$ cat src/rtl/core_pkg.sv
// Shared types for the core pipeline control.
// Hazard FSM states, next-PC selects and writeback encodings.
package core_pkg;

    typedef enum logic [2:0] {
        RUN        = 3'd0,
        LD_STALL   = 3'd1,
        MEM_WAIT   = 3'd2,
        IMISS_WAIT = 3'd3,
        REDIRECT   = 3'd4
    } hz_state_e;

    typedef enum logic [1:0] {
        PC_SEQ  = 2'd0,
        PC_BR   = 2'd1,
        PC_INTR = 2'd2,
        PC_MRET = 2'd3
    } pc_sel_e;

    localparam logic [1:0] WB_ALU = 2'd0;
    localparam logic [1:0] WB_MEM = 2'd1;
    localparam logic [1:0] WB_PC  = 2'd2;

    // Redirect priority: interrupt over mret over branch over none.
    function automatic logic [1:0] redir_rank(input pc_sel_e s);
        logic [1:0] r;
        unique case (s)
            PC_INTR: r = 2'd3;
            PC_MRET: r = 2'd2;
            PC_BR:   r = 2'd1;
            default: r = 2'd0;
        endcase
        return r;
    endfunction

endpackage

$ cat src/rtl/hazard_detect.sv
// Load-use detector: a load in EX whose destination
// feeds rs1/rs2 of the instruction sitting in decode.
module hazard_detect
    import core_pkg::*;
(
    input  logic [31:0] inst_d_i,
    input  logic [4:0]  rsW_ex_i,
    input  logic        RegWEn_ex_i,
    input  logic [1:0]  WBSel_ex_i,
    output logic        load_use_o
);

    logic [4:0] rs1;
    logic [4:0] rs2;
    logic       ex_load;
    logic       unused_inst;

    assign rs1 = inst_d_i[19:15];
    assign rs2 = inst_d_i[24:20];
    assign unused_inst = ^{inst_d_i[31:25], inst_d_i[14:0]};

    // x0 is never a real dependency, so it is excluded here.
    assign ex_load = RegWEn_ex_i
                   && (WBSel_ex_i == WB_MEM)
                   && (rsW_ex_i != 5'd0);

    assign load_use_o = ex_load
                      && ((rsW_ex_i == rs1) || (rsW_ex_i == rs2));

endmodule

$ cat src/rtl/hazard_ctrl.sv
// Central stall/flush sequencer for the 5-stage core.
// Owns the hazard FSM, pending redirect, miss timeout and stall counter.
module hazard_ctrl
    import core_pkg::*;
#(
    parameter int MISS_TIMEOUT = 255,
    parameter int CNT_W        = 32
) (
    input  logic             clk_i,
    input  logic             rst_ni,
    input  logic [31:0]      inst_d_i,
    input  logic [4:0]       rsW_ex_i,
    input  logic             RegWEn_ex_i,
    input  logic [1:0]       WBSel_ex_i,
    input  logic             br_taken_ex_i,
    input  logic             dreq_ex_i,
    input  logic             dready_i,
    input  logic             ihit_i,
    input  logic             intr_flag_i,
    input  logic             is_mret_i,
    output logic             en_f_o,
    output logic             en_d_o,
    output logic             en_e_o,
    output logic             en_m_o,
    output logic             flush_d_o,
    output logic             flush_e_o,
    output logic [1:0]       pc_sel_o,
    output logic [2:0]       state_o,
    output logic             timeout_o,
    output logic [CNT_W-1:0] stall_cnt_o
);

    localparam int TW = (MISS_TIMEOUT > 1) ? $clog2(MISS_TIMEOUT + 1) : 1;
    localparam logic [TW-1:0] TMO_MAX  = TW'(MISS_TIMEOUT);
    localparam logic [TW-1:0] TMO_LAST =
        (MISS_TIMEOUT > 0) ? TW'(MISS_TIMEOUT - 1) : '0;

    hz_state_e        state_q;
    hz_state_e        state_d;
    pc_sel_e          pend_q;
    pc_sel_e          pend_d;
    pc_sel_e          ev;
    pc_sel_e          redir_all;
    pc_sel_e          pc_sel;
    logic [TW-1:0]    tmo_q;
    logic [TW-1:0]    tmo_d;
    logic [CNT_W-1:0] stall_q;
    logic             load_use;
    logic             dmiss;
    logic             in_wait;

    hazard_detect u_detect (
        .inst_d_i    (inst_d_i),
        .rsW_ex_i    (rsW_ex_i),
        .RegWEn_ex_i (RegWEn_ex_i),
        .WBSel_ex_i  (WBSel_ex_i),
        .load_use_o  (load_use)
    );

    assign dmiss   = dreq_ex_i && !dready_i;
    assign in_wait = (state_q == MEM_WAIT) || (state_q == IMISS_WAIT);

    // Pick this cycle's redirect and merge it with any latched one.
    always_comb begin
        ev = PC_SEQ;
        if (intr_flag_i)        ev = PC_INTR;
        else if (is_mret_i)     ev = PC_MRET;
        else if (br_taken_ex_i) ev = PC_BR;
        redir_all = (redir_rank(ev) > redir_rank(pend_q)) ? ev : pend_q;
    end

    // Next state and stage controls; reset forces free-running outputs.
    always_comb begin
        state_d   = state_q;
        pend_d    = pend_q;
        en_f_o    = 1'b1;
        en_d_o    = 1'b1;
        en_e_o    = 1'b1;
        en_m_o    = 1'b1;
        flush_d_o = 1'b0;
        flush_e_o = 1'b0;
        pc_sel    = PC_SEQ;
        if (rst_ni) begin
            unique case (state_q)
                RUN, LD_STALL: begin
                    if (dmiss) begin
                        {en_f_o, en_d_o, en_e_o, en_m_o} = 4'b0000;
                        pend_d  = ev;
                        state_d = MEM_WAIT;
                    end else if (ev != PC_SEQ) begin
                        pc_sel    = ev;
                        flush_d_o = 1'b1;
                        flush_e_o = 1'b1;
                        state_d   = (ev == PC_BR) ? RUN : REDIRECT;
                    end else if (load_use && (state_q == RUN)) begin
                        en_f_o    = 1'b0;
                        en_d_o    = 1'b0;
                        flush_e_o = 1'b1;
                        state_d   = LD_STALL;
                    end else if (!ihit_i) begin
                        en_f_o    = 1'b0;
                        flush_d_o = 1'b1;
                        state_d   = IMISS_WAIT;
                    end else begin
                        state_d = RUN;
                    end
                end
                MEM_WAIT: begin
                    if (dready_i) begin
                        pc_sel  = redir_all;
                        pend_d  = PC_SEQ;
                        if (redir_all != PC_SEQ) begin
                            flush_d_o = 1'b1;
                            flush_e_o = 1'b1;
                        end
                        if ((redir_all == PC_INTR) || (redir_all == PC_MRET))
                            state_d = REDIRECT;
                        else
                            state_d = RUN;
                    end else begin
                        {en_f_o, en_d_o, en_e_o, en_m_o} = 4'b0000;
                        pend_d = redir_all;
                    end
                end
                IMISS_WAIT: begin
                    if (dmiss) begin
                        {en_f_o, en_d_o, en_e_o, en_m_o} = 4'b0000;
                        pend_d  = ev;
                        state_d = MEM_WAIT;
                    end else if (ev != PC_SEQ) begin
                        pc_sel    = ev;
                        flush_d_o = 1'b1;
                        flush_e_o = 1'b1;
                        state_d   = (ev == PC_BR) ? RUN : REDIRECT;
                    end else if (ihit_i) begin
                        state_d = RUN;
                    end else begin
                        en_f_o    = 1'b0;
                        flush_d_o = 1'b1;
                    end
                end
                REDIRECT: begin
                    flush_d_o = 1'b1;
                    flush_e_o = 1'b1;
                    state_d   = RUN;
                end
                default: begin
                    state_d = RUN;
                end
            endcase
        end
    end

    // Miss-wait counter restarts on every state change and saturates.
    always_comb begin
        tmo_d = tmo_q;
        if (state_d != state_q)
            tmo_d = '0;
        else if (in_wait && (tmo_q != TMO_MAX))
            tmo_d = tmo_q + 1'b1;
    end

    // FSM state, latched redirect and timeout counter.
    always_ff @(posedge clk_i or negedge rst_ni) begin
        if (!rst_ni) begin
            state_q <= RUN;
            pend_q  <= PC_SEQ;
            tmo_q   <= '0;
        end else begin
            state_q <= state_d;
            pend_q  <= pend_d;
            tmo_q   <= tmo_d;
        end
    end

    // Count every cycle the fetch stage is held.
    always_ff @(posedge clk_i or negedge rst_ni) begin
        if (!rst_ni)
            stall_q <= '0;
        else if (!en_f_o)
            stall_q <= stall_q + 1'b1;
    end

    assign timeout_o   = (MISS_TIMEOUT != 0) && rst_ni && in_wait
                       && (tmo_q == TMO_LAST);
    assign pc_sel_o    = pc_sel;
    assign state_o     = state_q;
    assign stall_cnt_o = stall_q;

endmodule

$ cat config.mk
export PLATFORM = sky130hd
export DESIGN_NAME = hazard_ctrl
export DESIGN_NICKNAME = d
export VERILOG_FILES = /design/src/rtl/core_pkg.sv /design/src/rtl/hazard_detect.sv /design/src/rtl/hazard_ctrl.sv
export SDC_FILE = /design/constraint.sdc
export NUM_CORES = 1
export LEC_CHECK = 0
export CAP_MARGIN = 20
export CORE_ASPECT_RATIO = 1.5
export CORE_MARGIN = 10
export CORE_UTILIZATION = 47
export DETAILED_ROUTE_END_ITERATION = 10
export PLACE_DENSITY = 0.78
export SETUP_SLACK_MARGIN = 0.3
export SLEW_MARGIN = 20
export SYNTH_ARGS = -nofsm -noshare
export SYNTH_HDL_FRONTEND = slang
export SYNTH_HIERARCHICAL = 1
export SYNTH_SLANG_ARGS = --single-unit
$ cat constraint.sdc
create_clock -name clk_i -period 4.8 [get_ports clk_i]
set_clock_uncertainty 0.15 [all_clocks]
set_input_delay 1.44 -clock clk_i [delete_from_list [all_inputs] [get_ports clk_i]]
set_output_delay 1.44 -clock clk_i [all_outputs]
set_load 0.02 [all_outputs]
### Yosys cells after proc, flatten, opt, wreduce, memory -nomap -nowiden

Index checks and enable logic that the tools add are counted.

* latch bits: 0
* flip-flop bits (word level): 45
* bits in writable memories: 0
* bits in read-only memories: 0
* memories: 0
* input bits: 48

* multiply operators: 0
* $lt $le $gt $ge: 1
* shift-type cells: 0
* bitwise operators: 0
* reductions and logical operators: 21
* add/subtract/negate cells: 2
* divide/modulo/power cells: 0
* equal/unequal tests: 19
* multiplexer cells: 62

Operators by type and width (number)
* 32-bit by 1-bit adder with 32-bit output, second input constant: 1
* 1-bit 2-to-1 mux: 30
* 3-bit 2-to-1 mux: 9
* 2-bit 2-to-1 mux: 11
* 8-bit 2-to-1 mux: 2
* 2-bit == test, second input constant: 6
* 2-bit case mux with 3 select lines: 2
* 5-bit == test: 2
* 3-bit case mux with 3 select lines: 1
* 8-bit by 1-bit adder with 8-bit output, second input constant: 1
* 8-bit == test, second input constant: 1
* 1-bit logical AND: 8
* 8-bit != test, second input constant: 1
* 1-bit case mux with 4 select lines: 2
* 2-bit case mux with 2 select lines: 2
* 2-bit nonzero test: 4
* 2-bit by 1-bit == test with 1-bit output, second input constant: 3
* 3-bit by 2-bit == test with 1-bit output, second input constant: 2
* 1-bit case mux with 3 select lines: 2
* 5-bit nonzero test: 1
* 3-bit by 1-bit == test with 1-bit output, second input constant: 1
* 3-bit == test, second input constant: 1
* 3-bit zero test: 1
* 1-bit logical OR: 3
* other kinds (8): 8

### Longest topological paths before layout

* depth in word-level cells: 15
* mapped depth: 11
* depth with buffers taken out: 10

### Cells and area by module

Netlist, hierarchy kept.

Modules (own cells, without submodules)
* hazard_ctrl: area an instance 2860.2 um2, sequential area each 1126.1 um2, cells each 287, times used 1
* hazard_detect: area an instance 132.6 um2, sequential area each 0.0 um2, cells each 19, times used 1

### Worst setup path after synthesis

No wires, ideal clock.

* kind: in2out
* from: input port is_mret_i
* to: output port flush_e_o
* stages on the path: 11
* setup slack: -0.083 ns
* required time: 3.210 ns
* buffers on the path: 1
* data arrival time: 3.293 ns
* path through: or2_1 clkbuf_1 inv_1 ha_1 inv_1 ha_1 nor2b_1 o21ai_2 mux2i_1 nor3_1 a21oi_1

* cells in the longest elaborated chain, start to end: 11

Ends and longest elaborated chain
* start: declaration: RTL line hazard_ctrl.sv:20 `input logic is_mret_i,`
* 2-bit 2-to-1 mux *: RTL line hazard_ctrl.sv:67 `else if (is_mret_i) ev = PC_MRET;`
* 2-bit 2-to-1 mux *: RTL line hazard_ctrl.sv:66 `if (intr_flag_i) ev = PC_INTR;`
* 2-bit by 1-bit == test with 1-bit output / 2-bit == test (equally long branches): RTL line core_pkg.sv:27 `unique case (s)`
* 2-bit case mux with 3 select lines: RTL line core_pkg.sv:27
* 2-bit > comparator: RTL line hazard_ctrl.sv:69 `redir_all = (redir_rank(ev) > redir_rank(pend_q)) ? ev : pend_q;`
* 2-bit 2-to-1 mux: RTL line hazard_ctrl.sv:69
* 2-bit nonzero test: RTL line hazard_ctrl.sv:112 `if (redir_all != PC_SEQ) begin`
* 1-bit 2-to-1 mux: RTL line hazard_ctrl.sv:112
* 1-bit 2-to-1 mux: RTL line hazard_ctrl.sv:109 `if (dready_i) begin`
* 1-bit case mux with 4 select lines *: RTL line hazard_ctrl.sv:84 `unique case (state_q)`
* 1-bit 2-to-1 mux *: RTL line hazard_ctrl.sv:83 `if (rst_ni) begin`
* end: declaration: RTL line hazard_ctrl.sv:26 `output logic flush_e_o,`

Mark *: on every way between the ends. The rest lies on a longest branch, timed or not.

### Worst setup path in the final report

Same ends and word-level chain as after synthesis.

==> flow_summary.yaml <==
routing:
  vias_per_cell: 5.44
  ant_nets: 0
  drtPass1Iterations: 4
  vias: 2686
  drt_iter0_drc: 95
  wl_per_cell_um: 16.8
  post-route-drc-count: 0
  wirelength_um: 8320
finish:
  area.growth.synth_to_final_pct: 44.4
  nNetsFinal: 476
  stdcell_area_sq_mm: 0.00432
  final_util_pct: 70.0
  layout-drive-gt1-share_pct: 30.2
  fillCellCount: 456
  antennaDiodeCount: 0
sta:
  period_share_pct: 99.4
  final_hold_viol_count: 0
  grt_setup_unrepaired: "true"
  worst_slack_ns: 0.0284
  slew_headroom_pct: 57.3
  fin_crit_ns: 4.77
  fin_setup_tns_ns: 0
  drv_slew: 0
  setup_viol: 0
  fmax_mhz: 210
  tightestPinTransition_ns: 0.634
floorplan:
  die-width_um: 85.2
  start_util_pct: 48.5
  io_pins: 92
  die_h_um: 118
  die_area_sq_mm: 0.0100
  rows: 35
  coreArea_sq_mm: 0.00617
yosys:
  synth_cell_type_count: 63
  ys_top_cells_by_area: "dfrtp_1 38%, xnor2_1 6.1%, xor2_1 6.1%"
  synth_area_sq_mm: 0.00299
  synthArstFlopShare_pct: 100
  synth_area_leader_cell: "dfrtp_1"
  synth_fp_nets: 363
  synth_seq_cells: 45
  synth_flop_cell: "dfrtp_1"
  synth.cells.most_frequent: "45 x dfrtp_1, 26 x nand2_1, 24 x nor2_1"
  syn_inst: 306
  ys_seq_area_share_pct: 37.6
  synth.top_cell.area_share_pct: 37.6
  syn_avg_cell_area_sq_um: 9.78
  yosysMostFrequentCell: "dfrtp_1"
  synth_edf_count: 0
  ys.warnings.count: 6
critical_path:
  r2r-start: "state_o[2]"
  worstPathArrival_ns: 3.18
  start_kind: "input port"
  path_class: "input port to output pin"
  worstPathMaxFanout: 4
  r2r_cells: 17
  reg2reg_slack_ns: 1.44
  reg2reg_to: "stall_cnt_o[1]"
  end_kind: "output pin"
  crit_required_ns: 3.21
power_and_ir_drop:
  power_density_mw_per_mm2: 349
  vdd_drop_max_uv: 421
  power_uw: 1510
  leakage_uw: 0.00187
cts:
  cts.hold.buffers_added: 0
  cts-root-buf: "clkbuf_8"
  clkTransAtPathRegs_ns: 0.08
  clk_path_buf_depth: 2
  clkSinkCount: 45
  cts_tree: "done"
  insertion_delay_ns: 0.30
  cts.htree.levels: 2
  cts-buffers-inserted: 5
hold_path:
  hp-start: "stall_cnt_o[31]"
  min_path_type: "flip-flop to flip-flop"
  min_path_cells: 1
  holdPathEnd: "stall_cnt_o[31]"
run_status:
  status: "completed"
flow_run:
  drv_cap: 0
placement:
  dp_hpwl_um: 6030
  dpl_cell_area_sq_mm: 0.00396
  port_buffers: 69
  gp_congestion: 0.806
  pre_cts_slack_ns: -0.854
global_routing:
  grt_usage_pct: 16.0
  antenna_found_initial: 0
  grt_pass1_vias: 2888
  grt_max_degree: 53
  grt_overflow: 0
  grt_pass1_wl_um: 13700
cells by family (layout without fill, tap and decap cells):
group | count (synthesis) | count (layout) | synth area share, %
fa+ha+maj | 9 | 9 | 3.76
mux | 5 | 5 | 1.71
compound gates | 48 | 48 | 12.6
flops | 45 | 45 | 37.6
buf+inv | 24 | 138 | 4.10
xor+xnor | 43 | 43 | 12.8
simple gates | 132 | 132 | 27.4
worst max-delay path, cell delays in order:
cell and delay, ns:
buf_6 0.09, or2_4 0.26, inv_4 0.07, ha_4 0.19, inv_4 0.05, ha_4 0.12, nor2b_4 0.04, o21ai_4 0.24
mux2i_4 0.31, nor3_4 0.07, a21oi_2 0.16, buf_6 0.13
routing by layer:
metal / global-route usage, % / routed length [um] / vias to the layer above
met4: 4.44 / 132 / 0
met5: 0 / 0 / -
met1: 17.8 / 3380 / 1289
li1: - / - / 1309
met3: 4.71 / 491 / 14
met2: 28.2 / 4310 / 74
per-stage QoR:
step / hold slack (ns) / cells
floorplan: 0.339 / 306
global placement: 0.308 / 467
detailed placement: 0.316 / 467
CTS: 0.331 / 490
global route: 0.344 / 494
finish: 0.329 / 494
repair_timing:
| item | 4_1_cts | 5_1_grt |
|---|---|---|
| resized for setup | 111 | 29 |
| gates cloned | 0 | 0 |
| pin swaps | 29 | 23 |
| endpoints found under the hold margin | 0 | 0 |
| setup endpoints to repair | 8 | 9 |
| setup buffers | 15 | 4 |
cell type report:
type	instances	area, sq um	area share (%)
inverters	16	65.1	1.51
multi-input cells	237	1920	44.5
flip-flops and latches	45	1130	26.0
repair buffers	114	1030	23.9
clock inverters	1	7.51	0.174
well taps	74	92.6	2.14
clock buffers	7	76.3	1.77
sequential cells by signal (all words and copies together) (netlist names):
signal,cells
pend_q,2
state_o,3
stall_cnt_o,32
tmo_q,8
power by group:
| group | switching [uW] | internal [uW] |
|---|---|---|
| combinational | 375 | 391 |
| clock | 125 | 103 |
| sequential | 89.2 | 423 |
| total | 589 | 918 |
worst max path at each step:
stage           startpoint   endpoint  slack, ns  depth (start not counted)
5_1_grt          is_mret_i  flush_e_o      -0.05                         12
4_1_cts        intr_flag_i  flush_e_o       0.01                         12
3_3_place_gp     is_mret_i  flush_d_o      -0.80                         12
6_report         is_mret_i  flush_e_o       0.03                         12
2_1_floorplan    is_mret_i  flush_d_o       0.12                         11
3_5_place_dp     is_mret_i  flush_d_o      -0.85                         12
cell usage in the layout (no fill, tap or decap), types with 3 or more instances in the layout:
cell type	Yosys	routed
clkdlybuf4s50_1	0	40
nor3_1	21	19
inv_1	16	14
nand3_1	12	12
dlygate4sd2_1	0	7
nand3_2	4	4
xnor2_1	21	21
nor2_1	24	19
nand4_4	3	3
nor3_2	2	3
nor4_1	3	3
nand2b_1	4	4
dfrtp_1	45	45
a31oi_1	3	3
nand2_2	1	3
mux2i_1	4	3
nor2_2	0	4
xor2_1	21	19
buf_2	2	6
clkbuf_8	0	5
ha_1	9	7
buf_6	3	18
buf_4	2	39
a21oi_2	1	5
nand2_1	26	23
a21oi_1	11	7
o211ai_1	3	3
o21ai_0	12	11
nand4_1	7	7
No activity file was read; power rests on OpenSTA's default activity.
